[config.mk]
export PLATFORM = sky130hd
export DESIGN_NAME = store_buffer
export DESIGN_NICKNAME = d
export VERILOG_FILES = /design/src/rtl/store_buffer.sv
export SDC_FILE = /design/constraint.sdc
export NUM_CORES = 1
export LEC_CHECK = 0
export ABC_AREA = 1
export CELL_PAD_IN_SITES_DETAIL_PLACEMENT = 0
export CELL_PAD_IN_SITES_GLOBAL_PLACEMENT = 1
export CORE_ASPECT_RATIO = 2
export CORE_MARGIN = 5
export CORE_UTILIZATION = 43
export DETAILED_ROUTE_END_ITERATION = 8
export HOLD_SLACK_MARGIN = 0.1
export PLACE_DENSITY = 0.93
export SETUP_SLACK_MARGIN = 0.05
export SKIP_LAST_GASP = 1
export SLEW_MARGIN = 20
export SYNTH_ARGS = -nofsm -noshare
export SYNTH_HDL_FRONTEND = slang
export SYNTH_SLANG_ARGS = --single-unit
[constraint.sdc]
create_clock -name clk -period 4.9 [get_ports clk]
set_input_delay 0.49 -clock clk [delete_from_list [all_inputs] [get_ports clk]]
set_output_delay 0.49 -clock clk [all_outputs]
set_load 0.01 [all_outputs]
[src/rtl/store_buffer.sv]
// Word-granular store buffer: queues stores in a circular FIFO, drains them in order
// to the cache, forwards loads from the youngest matching entry, and lets load misses bypass stores.
module store_buffer #(
  parameter int DEPTH  = 4,
  parameter int ADDR_W = 32,
  parameter int DATA_W = 32
) (
  input  logic              clk,
  input  logic              reset,
  input  logic              flush,
  input  logic              mem_read,
  input  logic              mem_write,
  input  logic [ADDR_W-1:0] address,
  input  logic [DATA_W-1:0] writedata,
  output logic              requested_data_to_mem,
  output logic              rd_valid,
  output logic [DATA_W-1:0] rd_data,
  output logic              cache_req_read,
  output logic              cache_req_write,
  output logic [ADDR_W-1:0] cache_addr,
  output logic [DATA_W-1:0] cache_wdata,
  input  logic              cache_ready,
  input  logic [DATA_W-1:0] cache_rdata,
  output logic [1:0]        dbg_state
);
  localparam int PTR_W = $clog2(DEPTH);
  localparam int CNT_W = PTR_W + 1;

  typedef enum logic [1:0] {IDLE = 2'd0, DRAIN = 2'd1, LOAD = 2'd2, FLUSH = 2'd3} state_t;

  // Handshake: a request is taken on any rising edge where requested_data_to_mem is low;
  // a cache request completes on the rising edge where cache_ready is high.
  state_t            state, next_state;
  logic [ADDR_W-1:0] addr_mem [DEPTH];
  logic [DATA_W-1:0] data_mem [DEPTH];
  logic [PTR_W-1:0]  head, tail, scan_idx;
  logic [CNT_W-1:0]  count;
  logic              load_pending, flush_req;
  logic [ADDR_W-1:0] ld_addr;
  logic              accept, push, pop, load_acc, hit, hit_acc, miss_acc, read_done;
  logic [DATA_W-1:0] hit_data;

  assign accept    = (mem_read | mem_write) & ~requested_data_to_mem;
  assign push      = accept & mem_write;
  assign load_acc  = accept & mem_read & ~mem_write;
  assign hit_acc   = load_acc & hit;
  assign miss_acc  = load_acc & ~hit;
  assign pop       = cache_req_write & cache_ready;
  assign read_done = (state == LOAD) & cache_ready;

  // Scan oldest to youngest so the last match found is the youngest store.
  always_comb begin
    hit      = 1'b0;
    hit_data = '0;
    scan_idx = head;
    for (int k = 0; k < DEPTH; k++) begin
      scan_idx = head + PTR_W'(k);
      if (CNT_W'(k) < count && addr_mem[scan_idx][ADDR_W-1:2] == address[ADDR_W-1:2]) begin
        hit      = 1'b1;
        hit_data = data_mem[scan_idx];
      end
    end
  end

  always_ff @(posedge clk or posedge reset) begin
    if (reset) state <= IDLE;
    else       state <= next_state;
  end

  // A miss proved there is no alias with buffered stores, so loads go ahead of pending drains.
  always_comb begin
    next_state = state;
    unique case (state)
      IDLE: begin
        if (load_pending | miss_acc)             next_state = LOAD;
        else if (flush | flush_req)              next_state = FLUSH;
        else if (count != '0 || push)            next_state = DRAIN;
      end
      DRAIN: begin
        if (cache_ready) begin
          if (load_pending | miss_acc)           next_state = LOAD;
          else if (flush | flush_req)            next_state = FLUSH;
          else                                   next_state = IDLE;
        end
      end
      LOAD: begin
        if (cache_ready) next_state = (flush | flush_req) ? FLUSH : IDLE;
      end
      FLUSH: begin
        if (count == '0 || (count == CNT_W'(1) && cache_ready)) next_state = IDLE;
      end
      default: next_state = IDLE;
    endcase
  end

  always_comb begin
    requested_data_to_mem = (state == LOAD) | (state == FLUSH) | load_pending
                          | (count == CNT_W'(DEPTH));
    cache_req_read  = (state == LOAD);
    cache_req_write = (state == DRAIN) | ((state == FLUSH) & (count != '0));
    cache_addr      = '0;
    cache_wdata     = '0;
    if (cache_req_read) begin
      cache_addr = ld_addr;
    end else if (cache_req_write) begin
      cache_addr  = addr_mem[head];
      cache_wdata = data_mem[head];
    end
    dbg_state = state;
  end

  always_ff @(posedge clk) begin
    if (push) begin
      addr_mem[tail] <= address;
      data_mem[tail] <= writedata;
    end
  end

  always_ff @(posedge clk or posedge reset) begin
    if (reset) begin
      head         <= '0;
      tail         <= '0;
      count        <= '0;
      load_pending <= 1'b0;
      flush_req    <= 1'b0;
      ld_addr      <= '0;
      rd_valid     <= 1'b0;
      rd_data      <= '0;
    end else begin
      if (push) tail <= tail + PTR_W'(1);
      if (pop)  head <= head + PTR_W'(1);
      unique case ({push, pop})
        2'b10:   count <= count + CNT_W'(1);
        2'b01:   count <= count - CNT_W'(1);
        default: count <= count;
      endcase
      if (miss_acc) ld_addr <= address;
      load_pending <= (load_pending | miss_acc) & (next_state != LOAD);
      flush_req    <= (flush_req | flush) & (next_state != FLUSH);
      rd_valid     <= hit_acc | read_done;
      if (hit_acc)        rd_data <= hit_data;
      else if (read_done) rd_data <= cache_rdata;
    end
  end
endmodule

Word level (Yosys, flattened, before mapping)
Memory sizes are Yosys's and may differ from the RTL's. Cells that the tools add are included.

Register bits: 76. Memory bits (writable): 256. Input port bits: 102. Output and inout bits: 102. Memories kept: 2.

Add/sub/neg operators: 6. $lt $le $gt $ge: 4. Eq/ne operators: 13. Mux-type cells: 26. Bitwise gates (word level): 22. Reduce and logical (&&, ||, !) cells: 12.

Memories: addr_mem (depth 4, bits a word 32, rd ports 4, clocked after memory_dff 0, wr ports 1, RTL line 34) `logic [ADDR_W-1:0] addr_mem [DEPTH];`; data_mem (depth 4, bits a word 32, rd ports 4, clocked after memory_dff 0, wr ports 1, RTL line 35) `logic [DATA_W-1:0] data_mem [DEPTH];`.

Operators by type and width (number): two-way mux 32 bit (10); == test 30 bit (4); two-way mux 2 bit (8); AND 1 bit (11); OR 1 bit (8); one-hot mux 2 bit (4 select lines) (1); == test 2 bit, second input constant (3); less-than comparator 1 x 3 -> 1 bit, first input constant (2); less-than comparator 2 x 3 -> 1 bit, first input constant (2); two-way mux 1 bit (6); one-hot mux 3 bit (2 select lines) (1); logical AND 1 bit (5); adder 2 x 1 -> 2 bit, second input constant (2); adder 2 bit, second input constant (2); == test 2 x 1 -> 1 bit, second input constant (2); != test 2 bit, second input constant (2); nonzero test 2 bit (2); adder 3 x 1 -> 3 bit, second input constant (1); == test 3 x 1 -> 1 bit, second input constant (1); == test 3 bit, second input constant (1); zero test 3 bit (1); inverter 1 bit (3); nonzero test 3 bit (1); subtractor 3 x 1 -> 3 bit, second input constant (1); other kinds (2) (3).

Longest topological paths before layout
Gate-level depths: netlist of the first run.

Depth after elaboration: 15. Gate-level depth with buffers: 25. Gate-level depth less buffers: 22.

Worst setup path before layout of the first run
Ideal clock, no wire load.

Path type: flip-flop to flip-flop. From: register count[0]. To: memory addr_mem[0][0], enable pin. Setup time: 0.487 ns. Data arrival time: 3.790 ns. Data required time: 4.413 ns. Slack: 0.624 ns. Cell stages (with the launch flop): 6. Period minus slack after synthesis: 4.276 ns. Path through: dfrtp_1 > inv_1 > ha_1 > nand2_1 > nand4_1 > nor2_1.

Cells in the longest elaborated chain, start to end: 7.

Ends and longest elaborated chain: start: declaration (RTL line 37) `logic [CNT_W-1:0] count;`; start signal: assignment (RTL line 133) `2'b10: count <= count + CNT_W'(1);`; start signal: assignment (RTL line 134) `2'b01: count <= count - CNT_W'(1);`; start signal: assignment (RTL line 135) `default: count <= count;`; == test 3 bit (RTL line 98) `| (count == CNT_W'(DEPTH));`; OR 1 bit (RTL line 98); inverter 1 bit (RTL line 43) `assign accept = (mem_read | mem_write) & ~requested_data_to_mem;`; AND 1 bit (RTL line 43); AND 1 bit (RTL line 44) `assign push = accept & mem_write;`; two-way mux 1 bit (RTL line 113) `if (push) begin`; two-way mux 1 bit (not written as such) (RTL line 114) `addr_mem[tail] <= address;`; end: declaration (RTL line 34).

Every way passes these cells.

Worst setup path in the final report of the first run
From: register count[1]. To: output cache_addr[8].

Cells in the longest elaborated chain, start to end: 5.

Ends and longest elaborated chain: nonzero test 3 bit (RTL line 100) `cache_req_write = (state == DRAIN) | ((state == FLUSH) & (count != '0));`; AND 1 bit (RTL line 100); OR 1 bit (RTL line 100); two-way mux 32 bit (RTL line 105) `end else if (cache_req_write) begin`; two-way mux 32 bit (RTL line 103) `if (cache_req_read) begin`; end: declaration (RTL line 20) `output logic [ADDR_W-1:0] cache_addr,`.

Every way passes these cells.

==> results of run 1 <==
## cells in the final DEF (no fill, tap or decap), drive strengths merged, types with 4 or more instances in the layout
| cell | synthesis | layout |
|---|---|---|
| nand2 | 1251 | 1251 |
| nand3 | 358 | 358 |
| nor2 | 304 | 304 |
| edfxtp | 256 | 256 |
| inv | 233 | 232 |
| clkdlybuf4s50 | 0 | 203 |
| o21ai | 174 | 174 |
| mux2i | 128 | 128 |
| dfrtp | 76 | 76 |
| or2 | 69 | 69 |
| buf | 96 | 45 |
| clkbuf | 53 | 43 |
| nand4 | 29 | 29 |
| a21oi | 11 | 11 |
| ha | 9 | 9 |
| nor3 | 7 | 7 |
| clkinv | 1 | 7 |
| bufinv | 0 | 6 |
| nor3b | 4 | 4 |
| xor2 | 4 | 4 |
## power breakdown
| group | leakage, nW | total, W | switching [W] | internal [W] |
|---|---|---|---|---|
| combinational | 8.28 | 0.00996 | 0.00661 | 0.00336 |
| sequential | 3.20 | 0.00391 | 0.000309 | 0.00360 |
| clock | 0.526 | 0.00263 | 0.00109 | 0.00154 |
## routing by layer
metal	track usage	part of all wire	up-vias
met4	0.200	0.082	2
met5	0	0.000086	-
met2	0.533	0.53	911
met3	0.0303	0.055	272
li1	-	-	10200
met1	0.289	0.34	9855
## kinds of logic after synthesis
group	share of synthesized area
buf+inv	0.0743
fa+ha+maj	0.00513
mux	0.0583
simple gates	0.381
compound gates	0.0428
flops	0.436
xor+xnor	0.00239
## worst max-delay path: cells and delay by family (launching register included)
kind	cells	cell delay, ns
buf+inv	4	1.93
flops	1	0.43
simple gates	3	0.41
fa+ha+maj	1	0.18
compound gates	1	0.15
## registers in the layout, indices dropped and copies added (netlist names), 2 cells and up
signal / flops
addr_mem: 128
data_mem: 128
ld_addr: 32
rd_data: 32
count: 3
dbg_state: 2
head: 2
tail: 2
## final cells by class
type                       instances  area [um^2]  area share
multi-input combinational       2356        10800       0.420
clock buffer                      43          871      0.0339
sequential                       332         9600       0.373
antenna                            2         5.00    0.000195
tap                              654          818      0.0318
clock inverter                    12          210     0.00817
timing repair buffer             248         2540      0.0986
inverter                         234          885      0.0344
## per-stage QoR
step	setup WS [ns]	hold slack, ns	cells
after global placement	1.26	0.466	3824
after floorplan	0.624	0.453	3071
after CTS	0.638	0.453	3879
final	0.695	0.382	3881
after global routing	0.459	0.423	3880
after detailed placement	1.22	0.474	3824
## how the worst max path moves through the flow
stage | start | depth (start not counted) | endpoint
after floorplan | count[0] | 5 | addr_mem[0][0]
after global placement | address[13] | 15 | rd_data[7]
after detailed placement | address[13] | 16 | rd_data[7]
after CTS | head[0] | 7 | cache_wdata[19]
after global routing | head[0] | 7 | cache_wdata[4]
final | count[1] | 9 | cache_addr[8]
==> summary.txt, run 1 <==
STA
  • Period utilization: 0.858
  • F_max: 0.238 GHz
  • RSZ-0062 raised after global routing: no
  • Min Tclk post-route: 4.20 ns
  • Final setup viols: 0
  • Final Hold Vio Count: 0
  • Setup TNS: 0 ns
  • Actual slew at the worst max-slew pin: 1.08 ns
  • Rel. slew slack: 0.272
  • Final clock skew: 0.0110 ns
  • Max-slew violations: 0

Placement
  • HPWL after DPL: 60.5 mm
  • RD Place Congestion: 1.05
  • DP Area: 0.0246 mm^2
  • PortBufs: 203

Critical path
  • CP most frequent cell: nand2_1
  • Crit-path max cell delay: 0.81 ns
  • Crit end category: output port
  • Reg-to-reg slack, setup: 1.15 ns
  • R2R Path End: rd_data[7]
  • Setup crit start kind: flop
  • Crit path arrival time: 3.71 ns
  • Worst EP required: 4.41 ns
  • Crit Path Max Fanout: 40
  • R2R cell count: 19
  • CP max stage cell: inv_2
  • Worst r2r src: head[0]
  • Critical Setup Path Class: flop to output port
  • CP Cell Sequence: inv_1 -> ha_1 -> nand2_1 -> nand3_1 -> nand2_1 -> inv_2 -> buf_4 -> o21ai_0 -> clkdlybuf4s50_1

Route
  • Starting DRT DRC Count: 1990
  • Routed length per instance: 21.0 um
  • Vias: 21.2k
  • Via-to-Cell Ratio: 5.47
  • # DRC: 0
  • Final ANT Viol Nets: 0
  • Total Routed Length: 81.6 mm
  • Initial DRT Pass Iterations: 8

Clock network
  • Post-CTS Setup Bufs: 0
  • Clock Latency Late Sink: 0.60 ns
  • Clk buf depth: 3
  • CTS tree: built
  • Post_cts resized: 0
  • CTS Hold Buffers Added: 0
  • Clock slew at reported path FFs: 0.07 ns
  • H-Tree Depth: 1
  • Total CTS buffers: 30
  • Clk sinks: 332
  • Clock Root Buffer: clkbuf_16

Global routing
  • Vias in the first global route: 21.2k
  • GRT Util Overall: 0.285
  • First-pass GRT wire length: 122 mm
  • Antenna violations before repair: 2
  • Largest net degree at the start of global routing: 155
  • Grt ovf: 0

Floorplanning
  • Initial Util: 0.432
  • Die area: 0.0560 mm^2
  • Core region area: 0.0508 mm^2
  • Chip width: 170 um
  • Row count: 117
  • I/O Pins: 204
  • Chip Height: 330 um

Hold path
  • HP Class: input port to async pin

Logic synthesis
  • Main flop type after synthesis: edfxtp_1
  • Post-synth top area share: 0.350
  • Sequential area share after synthesis: 0.436
  • Commonest cells in the netlist: nand2_1, nand3_1, nor2_1
  • Cell count after synthesis: 3071
  • Synthesized flop and latch total: 332
  • Dominant cell type by area after synthesis: edfxtp_1
  • Count of different cell masters after synthesis: 35
  • Most frequent cell after synthesis: nand2_1
  • Area of the mapped netlist: 0.0220 mm^2
  • Yosys warnings: 0
  • Syn_nets: 3182
  • Mapped Avg Cell Area: 7.15 um^2
  • Area contributors post-synth: edfxtp_1, nand2_1, dfrtp_1, nand3_1, mux2i_1
  • FFs w/ async S/R, synth: 0.229
  • Number of synthesized flops with an enable pin: 256

Status
  • Outcome: finished, final reports clean

Power and ir drop
  • Overall Power: 0.0165 W
  • Power Dens Cells: 642 mW/mm^2
  • Maximum vdd drop: 0.567 mV
  • Lkg Pwr: 12.0 nW

Final layout
  • Layout cell share with drive strength beyond 1: 0.0552
  • Final core occ: 0.506
  • Area growth syn-to-layout: 17.1%
  • Final layout net count: 3313
  • Design area: 0.0257 mm^2
  • # fillers: 4893

Run
  • Max_cap viols: 0
(Power assumes the default switching activity.)
==> run 2: changes to the inputs <==
- PLACE_DENSITY: 0.93 -> default
- PLACE_DENSITY_LB_ADDON: default -> 0.12
==> summary.txt, run 2 (synthesis results as in run 1) <==
Critical path
  • Crit end category: output port
  • Setup crit start kind: flop
  • Crit-path max cell delay: 0.84 ns (+0.03 ns)
  • CP Cell Sequence: buf_12 -> buf_4 -> mux2i_1 -> o21ai_0 -> inv_1 -> nor2_1 -> clkdlybuf4s50_1
  • Crit path arrival time: 3.85 ns (+0.14 ns)
  • Worst EP required: 4.41 ns (about the same)
  • Crit Path Max Fanout: 146 (+270%)
  • Critical Setup Path Class: flop to output port
  • CP max stage cell: buf_4

STA
  • Final setup viols: 0 (unchanged)
  • Setup TNS: 0 ns (unchanged)
  • F_max: 0.231 GHz (-3.0%)
  • Final clock skew: 0.0243 ns (+0.0133 ns)
  • Max-slew violations: 0 (unchanged)
  • RSZ-0062 raised after global routing: no
  • Period utilization: 0.885 (+0.0267)
  • Final WS setup: 0.565 ns (-0.131 ns)
  • Min Tclk post-route: 4.34 ns (+0.131 ns)
  • Final Hold Vio Count: 0 (unchanged)
  • Rel. slew slack: 0.293 (+0.0210)
  • Actual slew at the worst max-slew pin: 1.06 ns (-0.0260 ns)

Status
  • Outcome: finished, final reports clean

Final layout
  • Final layout net count: 3311 (-0.060%)
  • Area growth syn-to-layout: 16.8%
  • Commonest cells after routing, fill and taps aside: nand2_1, nand3_1, nor2_1, edfxtp_1, inv_1
  • # fillers: 4963 (+1.4%)
  • Post-route insts no fill: 3879 (-0.052%)
  • Layout cell share with drive strength beyond 1: 0.0555 (+0.000310)
  • N_diodes: 0 (-2)
  • Final core occ: 0.505 (-0.000961)
  • Largest regs: addr_mem (128), data_mem (128)
  • Most common cell after layout, fill and taps aside: nand2_1

Global routing
  • Antenna violations before repair: 0 (-2)
  • Largest net degree at the start of global routing: 147 (-5.2%)
  • Vias in the first global route: 20.7k (-2.4%)
  • First-pass GRT wire length: 125 mm (+3.0%)
  • GRT Util Overall: 0.297 (+0.0128)
  • Grt ovf: 0 (unchanged)

Power and ir drop
  • Power Dens Cells: 649 mW/mm^2 (+1.1%)
  • Overall Power: 0.0167 W (+0.87%)
  • Reg power frac: 0.237 (about the same)
  • Lkg Pwr: 12.0 nW (-0.26%)
  • Switching share of total power: 0.491 (+0.00621)
  • Clock share of power: 0.156 (-0.004)
  • Maximum vdd drop: 0.444 mV (-22%)
  • P_int: 0.00847 W (-0.35%)
  • Comb power frac: 0.607 (+0.003)
  • Net Sw Power: 0.00818 W (+2.2%)

Clock network
  • Clock slew at reported path FFs: 0.07 ns (about the same)
  • Clock Root Buffer: clkbuf_16
  • Post-CTS Setup Bufs: 0 (unchanged)
  • Post_cts resized: 0 (unchanged)
  • Total CTS buffers: 31 (+3.3%)
  • H-Tree Depth: 1 (unchanged)
  • Clk sinks: 332 (unchanged)
  • CTS Hold Buffers Added: 0 (unchanged)
  • Clk buf depth: 3 (unchanged)
  • CTS tree: built
  • Clock Latency Late Sink: 0.61 ns (about the same)

Route
  • Initial DRT Pass Iterations: 6 (-2)
  • Vias: 21.1k (-0.70%)
  • Starting DRT DRC Count: 1636 (-18%)
  • Via-to-Cell Ratio: 5.43 (-0.65%)
  • Final ANT Viol Nets: 0 (unchanged)
  • # DRC: 0 (unchanged)
  • Routed length per instance: 21.9 um (+4.1%)
  • Total Routed Length: 84.8 mm (+4.0%)

Floorplanning
  • Chip Height: 330 um (unchanged)
  • Initial Util: 0.432 (unchanged)
  • Die area: 0.0560 mm^2 (unchanged)
  • Chip width: 170 um (unchanged)
  • Core region area: 0.0508 mm^2 (unchanged)
  • Row count: 117 (unchanged)
  • I/O Pins: 204 (unchanged)

Run
  • Max_cap viols: 0 (unchanged)

Placement
  • Dpl cells: 3821 (-0.078%)
  • PortBufs: 203 (unchanged)
  • HPWL after DPL: 63.2 mm (+4.3%)
  • Dpl ws: 0.987 ns (-0.232 ns)
  • RD Place Congestion: 1.02 (-2.9%)

Hold path
  • HP Class: input port to async pin
[run 2: cell types whose count changed in the layout (fill, tap and decap cells not counted), moves of 3 or more]
| cell | delta |
|---|---|
| clkbuf_8 | -5 |
| clkbuf_1 | -4 |
| clkinvlp_4 | +4 |
| clkinv_2 | +3 |
[run 2: layout make-up]
cell class | count | area, um^2 | share of cell area
Clock buffer | 34 | 787 | 0.0307
Clock inverter | 24 | 284 | 0.0111
Inverter | 234 | 885 | 0.0345
Multi-Input combinational cell | 2356 | 10800 | 0.421
Sequential cell | 332 | 9600 | 0.374
Tap cell | 654 | 818 | 0.0319
Timing Repair Buffer | 245 | 2500 | 0.0973
[run 2: critical path: cells and delay by family (launching register included)]
family | cells | cell delay, ns
AOI/OAI and AO/OA | 1 | 0.43
buffers and inverters | 4 | 1.97
DFF | 1 | 0.47
muxes | 1 | 0.20
and+or+nand+nor | 1 | 0.10
[run 2: stage by stage]
| stage | hold slack, ns | area, um^2 |
|---|---|---|
| 2_1_floorplan | 0.453 | 22000 |
| 3_3_place_gp | 0.466 | 24600 |
| 3_5_place_dp | 0.473 | 24600 |
| 4_1_cts | 0.417 | 25700 |
| 5_1_grt | 0.461 | 25700 |
| 6_report | 0.445 | 25700 |
[run 2: metal layers]
| layer | vias up | GRT usage | share of wire |
|---|---|---|---|
| li1 | 10200 | - | - |
| met1 | 9890 | 0.298 | 0.34 |
| met4 | 0 | 0.201 | 0.083 |
| met3 | 237 | 0.0290 | 0.048 |
| met2 | 763 | 0.567 | 0.53 |
| met5 | - | 0 | 0 |
[run 2: path summary, 6_finish.rpt]
path | from | end | slack [ns] | depth (start not counted)
min in group clk | ld_addr[2] | ld_addr[2] | 0.49 | 2
hold reg to reg | ld_addr[2] | ld_addr[2] | 0.49 | 2
setup reg to reg | head[1] | rd_data[28] | 0.94 | 17
setup / recovery | head[0] | cache_wdata[0] | 0.56 | 7
max in group asynchronous | reset | rd_data[29] | 3.41 | 3
hold / removal | reset | rd_data[15] | 0.45 | 2
[run 2: power by group through the flow]
stage	Sequential [W]	Clock, W	Combinational [W]
detailed placement	0.00401	0	0.0101
floorplan	0.00394	0	0.00611
global route	0.00400	0.00277	0.0110
global placement	0.00399	0	0.00999
finish	0.00395	0.00259	0.0101
CTS	0.00395	0.00265	0.0101
